$ cat config.mk
export PLATFORM = sky130hd
export DESIGN_NAME = interrupt_ack_sequencer
export DESIGN_NICKNAME = d
export VERILOG_FILES = /design/src/rtl/interrupt_ack_sequencer.sv
export SDC_FILE = /design/constraint.sdc
export NUM_CORES = 1
export LEC_CHECK = 0
export ABC_AREA = 1
export CORE_MARGIN = 2
export CORE_UTILIZATION = 34
export CTS_BUF_LIST = sky130_fd_sc_hd__clkbuf_16
export DETAILED_ROUTE_END_ITERATION = 12
export PLACE_DENSITY_LB_ADDON = 0.1
export SYNTH_ARGS = -nofsm -noshare
export SYNTH_HDL_FRONTEND = slang
export SYNTH_SLANG_ARGS = --single-unit
export TNS_END_PERCENT = 10
$ cat constraint.sdc
create_clock -name clock -period 1.5 [get_ports clock]
set_clock_uncertainty 0.05 [all_clocks]
set_input_delay 0.375 -clock clock [delete_from_list [all_inputs] [get_ports clock]]
set_output_delay 0.375 -clock clock [all_outputs]
set_load 0.01 [all_outputs]
$ cat src/rtl/interrupt_ack_sequencer.sv
// Clocked INTA/poll acknowledge sequencer for the 8259A control-logic path.
// Optional macro ACK_SEQ_AUTO_EOI_EN adds the auto-EOI ISR clear output.
module interrupt_ack_sequencer #(
    parameter int unsigned NUM_IRQ = 8
) (
    input  logic               clock,
    input  logic               reset,
    input  logic               write_initial_command_word_1,
    input  logic               u8086_or_mcs80_config,
    input  logic               poll_command,
    input  logic               interrupt_acknowledge_n,
    input  logic               read,
    input  logic [NUM_IRQ-1:0] interrupt,
    output logic [2:0]         control_state,
    output logic               interrupt_to_cpu,
    output logic               freeze,
    output logic               latch_in_service,
    output logic [NUM_IRQ-1:0] clear_interrupt_request,
    output logic [NUM_IRQ-1:0] acknowledge_interrupt,
    output logic [NUM_IRQ-1:0] interrupt_when_ack1,
    output logic               end_of_acknowledge_sequence,
    output logic               end_of_poll_command
`ifdef ACK_SEQ_AUTO_EOI_EN
    ,
    input  logic               auto_eoi_config,
    output logic [NUM_IRQ-1:0] auto_eoi_clear
`endif
);

    typedef enum logic [2:0] {
        READY = 3'd0,
        ACK1  = 3'd1,
        ACK2  = 3'd2,
        ACK3  = 3'd3,
        POLL  = 3'd4
    } state_t;

    state_t state;
    logic   inta_prev;
    logic   read_prev;
    logic   inta_fall;
    logic   inta_rise;
    logic   read_rise;
    logic   read_fall;
    logic   end_pulse;

    assign inta_fall = inta_prev & ~interrupt_acknowledge_n;
    assign inta_rise = ~inta_prev & interrupt_acknowledge_n;
    assign read_rise = ~read_prev & read;
    assign read_fall = read_prev & ~read;
    assign end_pulse = end_of_acknowledge_sequence | end_of_poll_command;

    assign control_state = state;
    assign freeze        = (state != READY);

    // IRR clear: everything on ICW1, otherwise only the winner being latched
    always_comb begin
        clear_interrupt_request = '0;
        if (write_initial_command_word_1) begin
            clear_interrupt_request = '1;
        end else if (latch_in_service) begin
            clear_interrupt_request = interrupt;
        end
    end

`ifdef ACK_SEQ_AUTO_EOI_EN
    always_comb begin
        auto_eoi_clear = '0;
        if (auto_eoi_config && end_of_acknowledge_sequence) begin
            auto_eoi_clear = acknowledge_interrupt;
        end
    end
`endif

    always_ff @(posedge clock) begin
        if (reset) begin
            state                       <= READY;
            inta_prev                   <= 1'b1;
            read_prev                   <= 1'b0;
            interrupt_to_cpu            <= 1'b0;
            latch_in_service            <= 1'b0;
            acknowledge_interrupt       <= '0;
            interrupt_when_ack1         <= '0;
            end_of_acknowledge_sequence <= 1'b0;
            end_of_poll_command         <= 1'b0;
        end else begin
            inta_prev                   <= interrupt_acknowledge_n;
            read_prev                   <= read;
            latch_in_service            <= 1'b0;
            end_of_acknowledge_sequence <= 1'b0;
            end_of_poll_command         <= 1'b0;

            if (write_initial_command_word_1) begin
                state                 <= READY;
                interrupt_to_cpu      <= 1'b0;
                acknowledge_interrupt <= '0;
                interrupt_when_ack1   <= '0;
            end else begin
                case (state)
                    READY: begin
                        if (poll_command) begin
                            state <= POLL;
                        end else if (inta_fall) begin
                            state            <= ACK1;
                            latch_in_service <= 1'b1;
                        end
                    end
                    ACK1: begin
                        if (inta_fall) begin
                            state <= ACK2;
                        end
                    end
                    ACK2: begin
                        if (u8086_or_mcs80_config) begin
                            if (inta_rise) begin
                                state                       <= READY;
                                end_of_acknowledge_sequence <= 1'b1;
                            end
                        end else if (inta_fall) begin
                            state <= ACK3;
                        end
                    end
                    ACK3: begin
                        // Unreachable in 8086 mode; bail out silently if entered
                        if (u8086_or_mcs80_config) begin
                            state <= READY;
                        end else if (inta_rise) begin
                            state                       <= READY;
                            end_of_acknowledge_sequence <= 1'b1;
                        end
                    end
                    POLL: begin
                        if (read_fall) begin
                            state               <= READY;
                            end_of_poll_command <= 1'b1;
                        end else if (read_rise) begin
                            latch_in_service <= 1'b1;
                        end else if (!poll_command && !read) begin
                            state <= READY;
                        end
                    end
                    default: state <= READY;
                endcase

                // Clear beats set; a persisting request re-asserts next cycle
                if (end_pulse) begin
                    interrupt_to_cpu <= 1'b0;
                end else if (|interrupt) begin
                    interrupt_to_cpu <= 1'b1;
                end

                if (latch_in_service) begin
                    acknowledge_interrupt <= interrupt;
                end else if (end_pulse) begin
                    acknowledge_interrupt <= '0;
                end

                if (state == ACK1) begin
                    interrupt_when_ack1 <= interrupt;
                end
            end
        end
    end

endmodule

==> results of run 1 <==
==> where the power goes <==
| part | switching [mW] | total (mW) | internal, mW |
|---|---|---|---|
| combinational | 0.138 | 0.281 | 0.143 |
| clock | 0.211 | 0.567 | 0.356 |
| sequential | 0.0116 | 0.690 | 0.679 |
==> worst max-delay path: cells and delay by family (launching register included) <==
| family | cells | cell delay [ns] |
|---|---|---|
| DFF | 1 | 0.33 |
| and+or+nand+nor | 2 | 0.23 |
| buffers and inverters | 3 | 0.22 |
==> cell type report <==
type,count,area [µm²],share of cell area (%)
Clock buffer,3,75.1,4.16
Clock inverter,1,3.75,0.208
Inverter,11,43.8,2.43
Multi-Input combinational cell,106,504,27.9
Sequential cell,25,507,28.1
Tap cell,33,41.3,2.29
Timing Repair Buffer,77,631,34.9
==> worst paths after layout <==
kind | end | slack, ns | depth (start not counted)
max | freeze | 0.04 | 5
min | interrupt_when_ack1[5]$_SDFFE_PP0P_ | 0.41 | 2
max reg2reg | control_state[1]$_SDFFE_PP0P_ | 0.18 | 7
min reg2reg | interrupt_when_ack1[5]$_SDFFE_PP0P_ | 0.41 | 2
==> what timing repair did <==
action,4_1_cts,5_1_grt
setup endpoints to repair,32,9
hold buffers,0,0
resized for setup,59,17
pin swaps,0,2
==> sequential cells by signal, indices dropped and copies added, names as in the netlist <==
| register | cells |
|---|---|
| interrupt_to_cpu | 1 |
| end_of_acknowledge_sequence | 1 |
| latch_in_service | 1 |
| end_of_poll_command | 1 |
| control_state | 3 |
| interrupt_when_ack1 | 8 |
| inta_prev | 1 |
| read_prev | 1 |
| acknowledge_interrupt | 8 |
==> through the flow <==
stage | worst slack, ns | setup TNS (ns)
after floorplan | 0.247 | 0
after global placement | -0.534 | -4.85
after detailed placement | -0.558 | -5.02
after CTS | -0.168 | -0.464
after global routing | -0.0133 | -0.0133
final | 0.0393 | 0
==> kinds of logic (layout without fill, tap and decap cells) <==
kind of cell	after synthesis	after routing	synth area share, %
simple gates	83	83	35.0
compound gates	23	23	11.5
flops	25	25	47.7
buf+inv	14	92	5.85
==> cells in the mapped netlist (all sizes together) <==
library cell  number
clkbuf             1
o21ai              1
nand2             51
nor3               3
a31oi              1
nand3             10
inv               11
or2                3
a21oi             21
nor2              15
dfxtp             25
nor4               1
buf                2
==> layer usage <==
metal | up-vias | share of wire, % | track usage [%]
met5 | - | 0 | 0
met4 | 0 | 1.2 | 7.94
met3 | 4 | 5.2 | 3.06
met2 | 28 | 51 | 33.6
met1 | 541 | 42 | 22.8
li1 | 619 | - | -
==> results.ini, run 1 <==
[timing]
max_freq_mhz=685
finalSetupViolCount=0
maxSlewHeadroom_pct=77.7
tightest_slew_ns=0.334
drv_slew=0
hold_viol=0
layout_min_cycle_time_ns=1.46
rsz0062_at_grt=true
holdWs_ns=0.408
period_share_pct=97.4

[die]
die_width_um=59.5
top_level_ports=47
die_area_um2=3540
rows=20
die_h_um=59.5
coreArea_um2=3000
start_util_pct=34.9

[worst_setup_path]
cp-start-kind=flop
worst_path_most_repeated_cell=nor2_4
cp_data_arrival_time_ns=1.04
cp-startpoint=control_state[1]$_SDFFE_PP0P_
cp.required_ns=1.07
path_cells=nor2_4, inv_2, nor2_4, inv_1, clkbuf_2
path_class=reg2out
slowest_delay_ns=0.33
crit_slowest_cell=dfxtp_2
crit_path_end_kind=primary output
cp_max_fo=3
r2r-start=control_state[0]$_SDFFE_PP0P_

[detailed_routing]
vias=1192
drtPass1Iterations=4
route.detailed.drc=0
vias_per_cell=4.66
wl_per_cell_um=11.8
totalWireLength_mm=3.02
ant_nets=0
drt_iter0_drc=48

[yosys]
ys_seq_area_share_pct=47.7
synthDominantCellAreaShare_pct=47.7
syn-cell-area_um2=1050
syn_nets=160
synth_top_cell_by_area=dfxtp_1
synth_seq_cells=25
avgSynthCellArea_um2=7.23
synth_cells=145
ys_warn_count=0
synth.distinct_cells=21
ys_top_cells_by_area=dfxtp_1 48%, nand2_1 18%, a21oi_1 9.5%

[power_and_ir_drop]
power_density_nw_per_um2=852
p_leak_nw=0.914
max-vdd-ir-drop_mv=0.404
report.power.total_mw=1.54

[grt]
track_usage_pct=19.1
antenna_found_initial=0
grt_max_degree=14
first_global_vias=1162
grt_pass1_wl_mm=5.05
gr-total-overflow=0

[final_layout]
antenna_cells=0
final_layout_size_suffix_gt1_share_pct=27.4
nets=239
mostFrequentLayoutCell=nand2_1
fin_util_pct=60.1
area_delta_synth_final_pct=72.2
fillers=290
design_area_um2=1810
mostFrequentLayoutCells=49 x nand2_1, 31 x buf_4, 29 x dlygate4sd2_1
layoutNonFillerInstCount=256

[status]
status=complete, no violations

[min_path]
hold_path.startpoint=interrupt_when_ack1[5]$_SDFFE_PP0P_
hp-class=reg2reg

[flow_run]
drv_cap=0

[clock_tree]
cts.sinks=25
post_cts_buffers=0
clkSlewWorstSetupHoldPaths_ns=0.06
cts_inserted_buffers=3
cts_max_level=1
cts-root-buf=clkbuf_16
cts_max_path_buffers=2
cts_tree=done
insertion_delay_ns=0.25

[place]
dp.cells=252
post-dp-hpwl_mm=2.44
gp_congestion=0.832
placed_area_um2=1760
io_buffers=46

No activity file was read; power rests on OpenSTA's default activity.
==> run 2, diff against run 1 <==
- MAX_ROUTING_LAYER: unset -> met4
==> run 2 against run 1 <==
  * Hold slack worse by 0.0011 ns
  * Fmax shrank 1.9%
  * Non-clock buffer count stayed put
  * Core utilization is 0.87 points lower
  * Largest cell class unchanged
  * Die area did not move
  * Via count is 1.0% lower
  * Setup slack lost 0.028 ns
  * Final area is 1.5% lower
  * Critical path type unchanged
  * Critical path depth is the same
==> results.ini, run 2 (same netlist as run 1, synthesis figures left out) <==
[power_and_ir_drop]
p_comb_share_pct=18.1  ; -0.2 points
p_switching_uw=373  ; +3.4%
report.power.total_mw=1.55  ; +0.54%
p_sw_share_pct=24.1  ; +0.67 points
max-vdd-ir-drop_mv=0.283  ; -30%
p_leak_nw=0.902  ; -1.3%
clockPowerShare_pct=37.4  ; +0.5 points
power_density_nw_per_um2=869  ; +2.0%
p_int_mw=1.17  ; -0.33%
pwr-share-seq_pct=44.5  ; -0.4 points

[timing]
drv_slew=0  ; unchanged
setup_tns_ns=0  ; unchanged
layout_min_cycle_time_ns=1.49  ; +0.0276 ns
finalSetupViolCount=0  ; unchanged
rsz0062_at_grt=true
period_share_pct=99.2  ; +1.8 points
maxSlewHeadroom_pct=76.2  ; -1.5 points
tightest_slew_ns=0.356  ; +0.0223 ns
hold_viol=0  ; unchanged
holdWs_ns=0.407  ; -0.00105 ns
fin_ws_ns=0.0118  ; -0.0276 ns
max_freq_mhz=672  ; -1.9%

[die]
die_width_um=59.5  ; unchanged
top_level_ports=47  ; unchanged
rows=20  ; unchanged
start_util_pct=34.9  ; unchanged
die_h_um=59.5  ; unchanged
die_area_um2=3540  ; unchanged
coreArea_um2=3000  ; unchanged

[grt]
gr-total-overflow=0  ; unchanged
antenna_found_initial=0  ; unchanged
first_global_vias=1161  ; -0.086%
grt_max_degree=14  ; unchanged
track_usage_pct=19.7  ; +0.67 points
grt_pass1_wl_mm=5.12  ; +1.4%

[worst_setup_path]
cp.required_ns=1.07  ; about the same
cp_max_fo=3  ; unchanged
crit_path_end_kind=primary output
path_class=reg2out
cp_data_arrival_time_ns=1.06  ; +0.02 ns
cp-start-kind=flop
rr_worst_depth=9  ; +2

[detailed_routing]
route.detailed.drc=0  ; unchanged
drt_iter0_drc=59  ; +23%
vias_per_cell=4.61  ; -1.0%
ant_nets=0  ; unchanged
vias=1180  ; -1.0%
totalWireLength_mm=3.08  ; +2.1%
wl_per_cell_um=12.0  ; +2.1%
drtPass1Iterations=4  ; unchanged

[clock_tree]
clkSlewWorstSetupHoldPaths_ns=0.06  ; about the same
cts_inserted_buffers=3  ; unchanged
cts-root-buf=clkbuf_16
insertion_delay_ns=0.25  ; about the same
cts_max_path_buffers=2  ; unchanged
cts.sinks=25  ; unchanged
cts_max_level=1  ; unchanged
post_cts_buffers=0  ; unchanged
cts_tree=done
ctsHoldBuffers=0  ; unchanged

[final_layout]
fin_util_pct=59.3  ; -0.87 points
design_area_um2=1780  ; -1.5%
multi_input_area_um2=502  ; -0.50%
nets=239  ; unchanged
final_layout_size_suffix_gt1_share_pct=26.9  ; -0.45 points
fillers=309  ; +6.6%
mostFrequentLayoutCells=49 x nand2_1, 32 x buf_4, 30 x dlygate4sd2_1
register_area_um2=505  ; -0.25%
area_delta_synth_final_pct=69.7
layoutNonFillerInstCount=256  ; unchanged
antenna_cells=0  ; unchanged
mostFrequentLayoutCell=nand2_1

[flow_run]
drv_cap=0  ; unchanged

[place]
placed_area_um2=1760  ; unchanged
dp_worst_setup_slack_ns=-0.580  ; -0.0213 ns
post-dp-hpwl_mm=2.45  ; +0.32%
gp_congestion=0.857  ; +3.0%
dp.cells=252  ; unchanged
io_buffers=46  ; unchanged

[min_path]
hp-class=reg2reg
min_path_cells=2  ; unchanged

[status]
status=complete, no violations

[run 2: worst max-delay path: stages, from the launching register on]
cell and delay, ns:
dfxtp_1 0.32, nor2_2 0.14, inv_2 0.07, nor2_4 0.12, inv_1 0.05, clkbuf_2 0.12
[run 2: area by class of cell]
| class | count | share of cell area (%) |
|---|---|---|
| inverter | 11 | 2.32 |
| sequential | 25 | 28.4 |
| tap | 33 | 2.32 |
| multi-input combinational | 106 | 28.2 |
| clock inverter | 1 | 0.211 |
| clock buffer | 3 | 4.22 |
| timing repair buffer | 77 | 34.3 |
[run 2: worst paths after layout]
path                                         start                                    end  slack (ns)
min reg2reg  acknowledge_interrupt[6]$_SDFFE_PP0P_  acknowledge_interrupt[6]$_SDFFE_PP0P_        0.41
max                  control_state[1]$_SDFFE_PP0P_                                 freeze        0.01
max reg2reg          control_state[2]$_SDFFE_PP0P_          control_state[1]$_SDFFE_PP0P_        0.20
min          acknowledge_interrupt[6]$_SDFFE_PP0P_  acknowledge_interrupt[6]$_SDFFE_PP0P_        0.41
[run 2: per-layer routing]
layer  up-vias  GRT usage [%]  wire length [µm]
met4         0           4.76                19
li1        621              -                 -
met3         2           3.28               134
met2        26           34.1              1570
met5         -              -                 0
met1       531           24.0              1360
[run 2: power groups by stage]
stage / Combinational [mW] / Clock (mW) / Sequential, mW
after CTS: 0.282 / 0.587 / 0.687
final: 0.279 / 0.579 / 0.688
after floorplan: 0.111 / 0 / 0.710
after detailed placement: 0.304 / 0 / 0.703
after global routing: 0.308 / 0.628 / 0.690
after global placement: 0.305 / 0 / 0.702
[run 2: repair_timing]
item,4_1_cts,5_1_grt
hold endpoints to repair,0,0
gates resized for setup,60,15
pin swaps,1,2
setup endpoints to repair,32,8
==> run 3, diff against run 2 <==
- CORE_MARGIN: 2 -> unset
==> run 3 against run 2 <==
  * Register-to-register slack got worse by 0.12 ns
  * Critical endpoint unchanged
  * Hold slack got worse by 0.00071 ns
  * Final cell count fell by 1.6%
  * The run now ends with DRC left
  * Sequential power barely moved
  * Wire length fell by 4.8%
  * Largest power group unchanged
  * Total power fell by 1.1%
  * Largest cell class unchanged
  * Highest routed layer unchanged
  * First-iteration DRC count fell by 41%
  * Count of clock-buffer cells in the layout did not move
  * Fmax fell by 0.62%
  * Critical path depth did not move
  * Die area fell by 6.6%
  * Sequential cell count did not move
==> results.ini, run 3 (same netlist as run 1, synthesis figures left out) <==
[final_layout]
fillers=264  ; -15%
antenna_cells=0  ; unchanged
mostFrequentLayoutCell=nand2_1
area_delta_synth_final_pct=70.9
mostFrequentLayoutCells=46 x nand2_1, 31 x dlygate4sd2_1, 29 x buf_4
final_layout_size_suffix_gt1_share_pct=26.7  ; -0.21 points
design_area_um2=1790  ; +0.70%
nets=237  ; -0.84%
fin_util_pct=63.3  ; +4.1 points

[worst_setup_path]
rr_worst_depth=9  ; unchanged
endpoint=freeze
r2r-start=control_state[2]$_SDFFE_PP0P_
ff2ff_setup_slack_ns=0.08  ; -0.12 ns
cp.required_ns=1.07  ; about the same
timing.rr.end=control_state[1]$_SDFFE_PP0P_
cp-startpoint=control_state[1]$_SDFFE_PP0P_
cp_data_arrival_time_ns=1.07  ; about the same
path_class=reg2out
crit_path_end_kind=primary output
cp-start-kind=flop
cp_max_fo=3  ; unchanged

[die]
start_util_pct=37.1  ; +2.1 points
die_width_um=57.5  ; -3.4%
die_area_um2=3310  ; -6.6%
die_h_um=57.5  ; -3.4%
top_level_ports=47  ; unchanged
rows=19  ; -5.0%
coreArea_um2=2830  ; -5.8%

[detailed_routing]
wl_per_cell_um=11.7  ; -3.3%
ant_nets=0  ; unchanged
drtPass1Iterations=8  ; +4
drt_iter0_drc=35  ; -41%
totalWireLength_mm=2.94  ; -4.8%
vias=1188  ; +0.68%
route.detailed.drc=2  ; +2
vias_per_cell=4.71  ; +2.3%

[clock_tree]
cts.sinks=25  ; unchanged
insertion_delay_ns=0.25  ; about the same
cts_max_path_buffers=2  ; unchanged
clkSlewWorstSetupHoldPaths_ns=0.06  ; about the same
cts_max_level=1  ; unchanged
cts_inserted_buffers=3  ; unchanged
cts-root-buf=clkbuf_16
cts_tree=done

[place]
placed_area_um2=1740  ; -1.4%
post-dp-hpwl_mm=2.24  ; -8.6%
io_buffers=46  ; unchanged
gp_congestion=0.847  ; -1.1%

[power_and_ir_drop]
pwr-share-seq_pct=45.1  ; +0.6 points
clockPowerShare_pct=36.9  ; -0.5 points
p_comb_share_pct=18.0  ; about the same
max-vdd-ir-drop_mv=0.733  ; +160%
p_sw_share_pct=23.4  ; -0.78 points
p_switching_uw=357  ; -4.3%
p_leak_nw=0.900  ; -0.32%
power_density_nw_per_um2=854  ; -1.8%
p_int_mw=1.17  ; about the same

[min_path]
min_path_cells=2  ; unchanged
hp-class=reg2reg

[timing]
rsz0062_at_grt=true
layout_min_cycle_time_ns=1.50  ; +0.00930 ns
drv_slew=0  ; unchanged
max_freq_mhz=668  ; -0.62%
holdWs_ns=0.407  ; -0.000713 ns
period_share_pct=99.8  ; +0.62 points
maxSlewHeadroom_pct=78.0  ; +1.8 points
finalSetupViolCount=0  ; unchanged
hold_viol=0  ; unchanged
tightest_slew_ns=0.329  ; -0.0273 ns
setup_tns_ns=0  ; unchanged

[grt]
first_global_vias=1118  ; -3.7%
gr-total-overflow=0  ; unchanged
grt_pass1_wl_mm=4.80  ; -6.3%
grt_max_degree=14  ; unchanged
antenna_found_initial=0  ; unchanged
track_usage_pct=19.2  ; -0.53 points

[status]
status=finished, violations left
violations=DRC

[flow_run]
drv_cap=0  ; unchanged

run 3: layout make-up:
| cell class | count | area (µm²) | share of cell area [%] |
|---|---|---|---|
| clock buffers | 3 | 75.1 | 4.19 |
| clock inverters | 1 | 3.75 | 0.209 |
| inverters | 11 | 41.3 | 2.30 |
| multi-input cells | 106 | 507 | 28.3 |
| flip-flops and latches | 25 | 504 | 28.1 |
| well taps | 31 | 38.8 | 2.16 |
| repair buffers | 75 | 622 | 34.7 |
run 3: power groups by stage:
| stage | Clock (mW) | Sequential (mW) | Combinational [mW] |
|---|---|---|---|
| floorplan | 0 | 0.710 | 0.111 |
| global placement | 0 | 0.703 | 0.291 |
| detailed placement | 0 | 0.703 | 0.293 |
| CTS | 0.578 | 0.688 | 0.271 |
| global route | 0.615 | 0.691 | 0.302 |
| finish | 0.565 | 0.690 | 0.275 |
run 3: metrics by stage:
step,setup WS [ns],cells,total power [mW]
after global routing,-0.0707,252,1.61
after detailed placement,-0.542,247,0.996
after global placement,-0.518,247,0.994
after CTS,-0.170,252,1.54
after floorplan,0.247,145,0.821
final,0.00247,252,1.53
run 3: layer usage:
layer	up-vias	track usage (%)	share of wire (%)
met5	-	-	0
met4	0	4.18	0.48
met3	2	4.99	6.4
met2	40	29.4	47
met1	529	25.5	47
li1	617	-	-
run 3: timing repair:
| item | in CTS | in global routing |
|---|---|---|
| endpoints found under the hold margin | 0 | 0 |
| pin swaps | 0 | 2 |
| setup endpoints to repair | 32 | 4 |
| hold buffers | 0 | 0 |
| buffers inserted | 1 | 0 |
| resized for setup | 63 | 11 |
run 3: critical path, stage by stage (launching register included):
cell	delay, ns
dfxtp_1	0.32
nor2_2	0.14
inv_2	0.07
nor2_4	0.12
inv_1	0.05
clkbuf_2	0.12
run 3: how the worst min path moves through the flow:
stage,startpoint,to
after floorplan,reset,read_prev$_SDFF_PP0_
after global placement,acknowledge_interrupt[6]$_SDFFE_PP0P_,acknowledge_interrupt[6]$_SDFFE_PP0P_
after detailed placement,acknowledge_interrupt[4]$_SDFFE_PP0P_,acknowledge_interrupt[4]$_SDFFE_PP0P_
after CTS,acknowledge_interrupt[4]$_SDFFE_PP0P_,acknowledge_interrupt[4]$_SDFFE_PP0P_
after global routing,acknowledge_interrupt[4]$_SDFFE_PP0P_,acknowledge_interrupt[4]$_SDFFE_PP0P_
final,acknowledge_interrupt[4]$_SDFFE_PP0P_,acknowledge_interrupt[4]$_SDFFE_PP0P_
